==> config.mk <==
export PLATFORM = sky130hd
export DESIGN_NAME = dh_modexp_flat
export DESIGN_NICKNAME = d
export VERILOG_FILES = /design/src/rtl/dh_modexp_if.sv /design/src/rtl/dh_modexp.sv /design/src/flat_wrapper.sv
export SDC_FILE = /design/constraint.sdc
export NUM_CORES = 1
export LEC_CHECK = 0
export BUFFER_PORTS_ARGS = -buffer_cell sky130_fd_sc_hd__buf_2
export CAP_MARGIN = 20
export CORE_MARGIN = 1
export CORE_UTILIZATION = 30
export DETAILED_ROUTE_END_ITERATION = 6
export PLACE_DENSITY = 0.45
export SLEW_MARGIN = 25
export SYNTH_ARGS = -nofsm -noshare
export SYNTH_HDL_FRONTEND = slang
export SYNTH_SLANG_ARGS = --single-unit
==> constraint.sdc <==
create_clock -name clk -period 17.7 [get_ports clk]
set_clock_uncertainty 0.15 [all_clocks]
set_input_delay 2.655 -clock clk [delete_from_list [all_inputs] [get_ports clk]]
set_output_delay 2.655 -clock clk [all_outputs]
set_load 0.02 [all_outputs]
==> src/rtl/dh_modexp_if.sv <==
// dh_modexp_if: request/response bundle for the modular exponentiator.
//   start    : request strobe, sampled only while the engine is idle
//   base     : base operand (W bits, must be < modulus)
//   exponent : exponent operand (W bits, unsigned)
//   modulus  : modulus operand (W bits, must be >= 2)
//   busy     : computation in progress
//   done     : one-cycle completion pulse
//   error    : illegal operands, valid with done
//   result   : base^exponent mod modulus, held until the next accepted start
interface dh_modexp_if #(
  parameter int W = 32
);
  logic         start;
  logic [W-1:0] base;
  logic [W-1:0] exponent;
  logic [W-1:0] modulus;
  logic         busy;
  logic         done;
  logic         error;
  logic [W-1:0] result;

  modport master (
    output start, base, exponent, modulus,
    input  busy, done, error, result
  );

  modport slave (
    input  start, base, exponent, modulus,
    output busy, done, error, result
  );
endinterface

==> src/rtl/dh_modexp.sv <==
// dh_modexp: constant-time right-to-left square-and-multiply modular
// exponentiator (result = base^exponent mod modulus).
// Ports:
//   clk : rising-edge clock
//   rst : synchronous active-high reset
//   bus : dh_modexp_if slave (start/base/exponent/modulus in,
//         busy/done/error/result out)
// Latency for a legal request is 2 + W*W cycles from the start cycle to the
// done pulse, independent of operand values.
module dh_modexp #(
  parameter int W = 32
) (
  input  logic         clk,
  input  logic         rst,
  dh_modexp_if.slave   bus
);

  localparam int CW = (W > 1) ? $clog2(W) : 1;

  localparam logic [1:0] S_IDLE = 2'd0;
  localparam logic [1:0] S_LOAD = 2'd1;
  localparam logic [1:0] S_RUN  = 2'd2;
  localparam logic [1:0] S_FIN  = 2'd3;

  // One bit-serial interleaved modular multiply step, MSB first.
  // p < m on entry, so every intermediate stays below 2m.
  function automatic logic [W:0] mod_step(input logic [W:0]   p,
                                          input logic [W-1:0] mcand,
                                          input logic         mbit,
                                          input logic [W-1:0] m);
    logic [W+1:0] t;
    t = {p, 1'b0};
    if (t >= {2'b00, m}) t = t - {2'b00, m};
    if (mbit) begin
      t = t + {2'b00, mcand};
      if (t >= {2'b00, m}) t = t - {2'b00, m};
    end
    return t[W:0];
  endfunction

  logic [1:0]    r_state;
  logic          r_busy;
  logic          r_done;
  logic          r_err;
  logic [W-1:0]  r_res;
  logic [CW-1:0] r_bit;
  logic [CW-1:0] r_pass;

  logic [W-1:0]  r_m;
  logic [W-1:0]  r_b;
  logic [W-1:0]  r_e;
  logic [W-1:0]  r_r;
  logic [W:0]    r_pa;
  logic [W:0]    r_pb;

  logic [CW-1:0] w_idx;
  logic          w_mbit;
  logic [W:0]    w_pa_nxt;
  logic [W:0]    w_pb_nxt;
  logic          w_last_bit;
  logic          w_last_pass;
  logic [W-1:0]  w_r_nxt;
  logic          w_bad_ops;

  // Both multipliers walk the bits of B, so they share one selected bit.
  assign w_idx       = CW'(W - 1) - r_bit;
  assign w_mbit      = r_b[w_idx];
  assign w_pa_nxt    = mod_step(r_pa, r_r, w_mbit, r_m);
  assign w_pb_nxt    = mod_step(r_pb, r_b, w_mbit, r_m);
  assign w_last_bit  = (r_bit == CW'(W - 1));
  assign w_last_pass = (r_pass == CW'(W - 1));
  // Multiply is always performed; only the commit depends on E[0].
  assign w_r_nxt     = r_e[0] ? w_pa_nxt[W-1:0] : r_r;
  assign w_bad_ops   = (r_m < W'(2)) || (r_b >= r_m);

  // Control: state, counters and registered outputs.
  always_ff @(posedge clk) begin
    if (rst) begin
      r_state <= S_IDLE;
      r_busy  <= 1'b0;
      r_done  <= 1'b0;
      r_err   <= 1'b0;
      r_res   <= '0;
      r_bit   <= '0;
      r_pass  <= '0;
    end else begin
      case (r_state)
        S_IDLE: begin
          r_done <= 1'b0;
          if (bus.start) begin
            r_state <= S_LOAD;
            r_busy  <= 1'b1;
          end
        end
        S_LOAD: begin
          if (w_bad_ops) begin
            r_state <= S_FIN;
            r_busy  <= 1'b0;
            r_done  <= 1'b1;
            r_err   <= 1'b1;
            r_res   <= '0;
          end else begin
            r_state <= S_RUN;
            r_err   <= 1'b0;
            r_bit   <= '0;
            r_pass  <= '0;
          end
        end
        S_RUN: begin
          if (w_last_bit) begin
            r_bit  <= '0;
            r_pass <= r_pass + 1'b1;
            if (w_last_pass) begin
              r_state <= S_FIN;
              r_busy  <= 1'b0;
              r_done  <= 1'b1;
              r_res   <= w_r_nxt;
            end
          end else begin
            r_bit <= r_bit + 1'b1;
          end
        end
        default: begin
          r_done  <= 1'b0;
          r_state <= S_IDLE;
        end
      endcase
    end
  end

  // Datapath: operand latches, running R/B/E and the two accumulators.
  always_ff @(posedge clk) begin
    case (r_state)
      S_IDLE: begin
        if (bus.start) begin
          r_b <= bus.base;
          r_e <= bus.exponent;
          r_m <= bus.modulus;
        end
      end
      S_LOAD: begin
        r_r  <= W'(1);
        r_pa <= '0;
        r_pb <= '0;
      end
      S_RUN: begin
        if (w_last_bit) begin
          r_pa <= '0;
          r_pb <= '0;
          r_r  <= w_r_nxt;
          r_b  <= w_pb_nxt[W-1:0];
          r_e  <= r_e >> 1;
        end else begin
          r_pa <= w_pa_nxt;
          r_pb <= w_pb_nxt;
        end
      end
      default: begin
      end
    endcase
  end

  assign bus.busy   = r_busy;
  assign bus.done   = r_done;
  assign bus.error  = r_err;
  assign bus.result = r_res;

endmodule

==> src/flat_wrapper.sv <==
// flat-port wrapper written by rule: the top's interface ports become plain ports
module dh_modexp_flat 
#(
  parameter int W = 32
)
  (clk, rst, bus_start, bus_base, bus_exponent, bus_modulus, bus_busy, bus_done, bus_error, bus_result);
  dh_modexp_if #(.W(W)) bus_i ();
  input  logic clk;
  input  logic rst;
  input wire logic [$bits(bus_i.start)-1:0] bus_start;
  input wire logic [$bits(bus_i.base)-1:0] bus_base;
  input wire logic [$bits(bus_i.exponent)-1:0] bus_exponent;
  input wire logic [$bits(bus_i.modulus)-1:0] bus_modulus;
  output wire logic [$bits(bus_i.busy)-1:0] bus_busy;
  output wire logic [$bits(bus_i.done)-1:0] bus_done;
  output wire logic [$bits(bus_i.error)-1:0] bus_error;
  output wire logic [$bits(bus_i.result)-1:0] bus_result;
  assign bus_i.start = bus_start;
  assign bus_i.base = bus_base;
  assign bus_i.exponent = bus_exponent;
  assign bus_i.modulus = bus_modulus;
  assign bus_busy = bus_i.busy;
  assign bus_done = bus_i.done;
  assign bus_error = bus_i.error;
  assign bus_result = bus_i.result;
  dh_modexp #(.W(W)) u_core (.clk(clk), .rst(rst), .bus(bus_i));
endmodule
==> reports/results.tsv <==
stage	metric	value	unit
logic_synthesis	Syn Inst Count	2634	
cts	clock sink count	241	
routing	First-pass DRT Iterations	5	
floorplan	Die Width	277	microns
logic_synthesis	Avg Synthesized Cell Area	8.64	sq um
finish	Final nets	3063	
logic_synthesis	Yosys Warn Count	0	
critical_path	CP required	17.84	ns
logic_synthesis	Post-synth top cells	261 x a21oi_1, 232 x ha_1, 232 x nor2_1	
critical_path	reg2reg start	u_core.r_m[15]	
critical_path	Setup CP Type	reg2reg	
critical_path	Largest stage delay, worst path	0.90	ns
critical_path	Critical Path Start	u_core.r_m[15]	
critical_path	CP endpoint kind	register	
placement	global placer's final weighted congestion	0.960	
floorplan	area of the core	0.0747	sq mm
timing	worst slew pin tran	1.11	ns
global_route	first-pass GRT wire length	136000	microns
timing	unrepaired setup endpoints after global routing	no	
cts	clk root buf	clkbuf_16	
timing	Max Fclk	0.0833	GHz
floorplan	die area	0.0769	sq mm
logic_synthesis	Post-synth EDFFs	194	
cts	depth of the CTS H-tree	2	
finish	register area	0.00677	sq mm
routing	routed length per instance	24.7	microns
logic_synthesis	Seq cells post-synth	241	
floorplan	Site Rows	100	
logic_synthesis	syn_nets	2971	
finish	fillers	7702	
timing	setup_tns	0	ns
global_route	Total GRT Usage	23.4	%
cts	Post-CTS Resized	0	
cts	Post-CTS Hold Fix Bufs	0	
cts	worst skew pair latency	0.58	ns
cts	CTS tree	yes	
finish	share of cells above drive strength 1	10.9	%
routing	number of routed nets with antenna violations	0	
timing	minimum clock period	12.00	ns
critical_path	Top cell by count, worst path	a21oi_1	
routing	vias per inst	5.72	
cts	clock buffer depth	3	
run_status	status	finished, final reports clean	
timing	Setup-failing EPs final	0	
floorplan	Initial Util	30.5	%
cts	# Post-CTS Setup Buffers	0	
logic_synthesis	Seq/Total Area, Yosys	29.7	%
cts	Worst-path clk slew	0.06	ns
timing	Slew Viols, Final	0	
routing	DR iter-0 viols	1695	
logic_synthesis	Main synth FF type	edfxtp_1	
global_route	initial antenna violation count	4	
timing	Slew HR	25.3	%
logic_synthesis	top cell type by total area after synthesis	edfxtp_1	
placement	IO Port Bufs	133	
routing	Post-route DRC	0	
hold_path	HP Class	reg2reg	
finish	area of the multi-input gates	0.0152	sq mm
timing	period utilization	67.8	%
cts	TritonCTS Buffers	34	
logic_synthesis	Synth cell types	84	
floorplan	Die Ht	277	microns
placement	DP HPWL	71200	microns
global_route	vias in the first global route	21000	
critical_path	Crit-path slowest cell	nor3_1	
critical_path	CP startpoint kind	register	
finish	Core Util, Final	34.4	%
finish	Syn-to-layout area delta	12.8	%
floorplan	I/O pins	134	
critical_path	Worst Path Max Fanout	29	
logic_synthesis	Cell Area, Synth	0.0227	sq mm
global_route	pin count of the biggest net entering global routing	64	
flow_run	total of max-cap violations	0	
critical_path	Critical Path AT	12.14	ns
logic_synthesis	Synth top area share	25.6	%
logic_synthesis	Area contributors post-synth	edfxtp_1 26%, ha_1 13%, a21oi_1 5.7%	
routing	routed vias	21300	
timing	Fin. Hold Viols	0	
hold_path	hold_sp	u_core.bus.result[11]	
routing	Post-Route WL	92000	microns
logic_synthesis	most frequent cell after synthesis	a21oi_1	
global_route	grt total ovfl	0	
logic_synthesis	ys async rst share	0	%
-- worst paths after layout --
check             cells after the start               endpoint  slack, ns
hold reg to reg                       2  u_core.bus.result[11]       0.31
hold / removal                        2  u_core.bus.result[11]       0.31
setup reg to reg                     32         u_core.r_b[26]       5.70
setup / recovery                     32         u_core.r_b[26]       5.70
-- kinds of logic (layout without fill, tap and decap cells) --
logic type / Yosys count / after routing / share of synthesized area, %
xor gates and xnor gates: 165 / 165 / 6.35
other: 0 / 1 / 0
buffers and inverters: 226 / 343 / 3.86
adders and majority gates: 238 / 238 / 13.3
muxes: 100 / 100 / 5.24
DFF: 241 / 241 / 29.7
AOI/OAI and AO/OA: 896 / 896 / 25.6
and+or+nand+nor: 768 / 768 / 15.9
-- state kept, by name, indices dropped and copies added (netlist names) --
| name | count |
|---|---|
| u_core.r_state | 2 |
| u_core.r_bit | 5 |
| u_core.r_e | 32 |
| u_core.r_r | 32 |
| u_core.r_pass | 5 |
| u_core.bus.result | 32 |
| u_core.bus.error | 1 |
| u_core.r_m | 32 |
| u_core.bus.done | 1 |
| u_core.r_pb | 33 |
| u_core.r_b | 32 |
| u_core.r_pa | 33 |
| u_core.bus.busy | 1 |
-- worst max-delay path, delay by kind of cell, from the launching register on --
family                     cells  cell delay (ns)
AOI/OAI and AO/OA             17             4.96
xor gates and xnor gates       1             0.18
adders and majority gates      3             1.10
buffers and inverters          4             1.28
DFF                            1             0.44
muxes                          1             0.53
and+or+nand+nor                6             3.00
-- final cells by class --
class / instances / share of cell area (%)
Antenna cell: 1 / 0.00975
Clock buffer: 49 / 3.93
Clock inverter: 12 / 0.682
Inverter: 122 / 1.78
Multi-Input combinational cell: 2167 / 59.1
Sequential cell: 241 / 26.4
Tap cell: 969 / 4.72
Timing Repair Buffer: 160 / 3.38
-- cells in the final DEF (no fill, tap or decap), drive strengths merged, types with 19 or more instances in the layout --
cell type and count:
nor4 19, buf 160, nand4 36, o31ai 24, o221ai 20, a21o 80
nand2 205, mux2i 38, mux2 52, nor2b 29, dfxtp 47, xnor2 108
nor2 232, ha 232, nand3 51, a31oi 42, edfxtp 194, o21ai 187
xor2 57, clkbuf 49, o21bai 27, a21oi 261, o211ai 21, nand2b 33
a211oi 34, a22o 25, nor3 52, and3 40, o21a 40, inv 124
and2 38
-- per-stage QoR --
stage	area (sq um)	instances	hold slack [ns]	worst slack (ns)
2_1_floorplan	22700	2634	0.300	9.66
3_3_place_gp	24500	3659	0.288	6.20
3_5_place_dp	24500	3659	0.300	6.18
4_1_cts	25700	3720	0.314	6.12
5_1_grt	25700	3720	0.340	5.25
6_report	25700	3721	0.305	5.70
-- per-layer routing --
layer  vias to the layer above  share of wire [%]  wire length, microns  GRT usage, %
li1                      10100                  -                     -             -
met1                     10400                 45                 41900          31.7
met2                       681                 46                 42600          38.8
met3                        98                6.1                  5580          3.44
met4                         8                2.2                  2010          5.87
met5                         -              0.063                    58             0
Power is not shown: default switching activity piles up to over one toggle a cycle in this logic, so the estimate is an artifact.
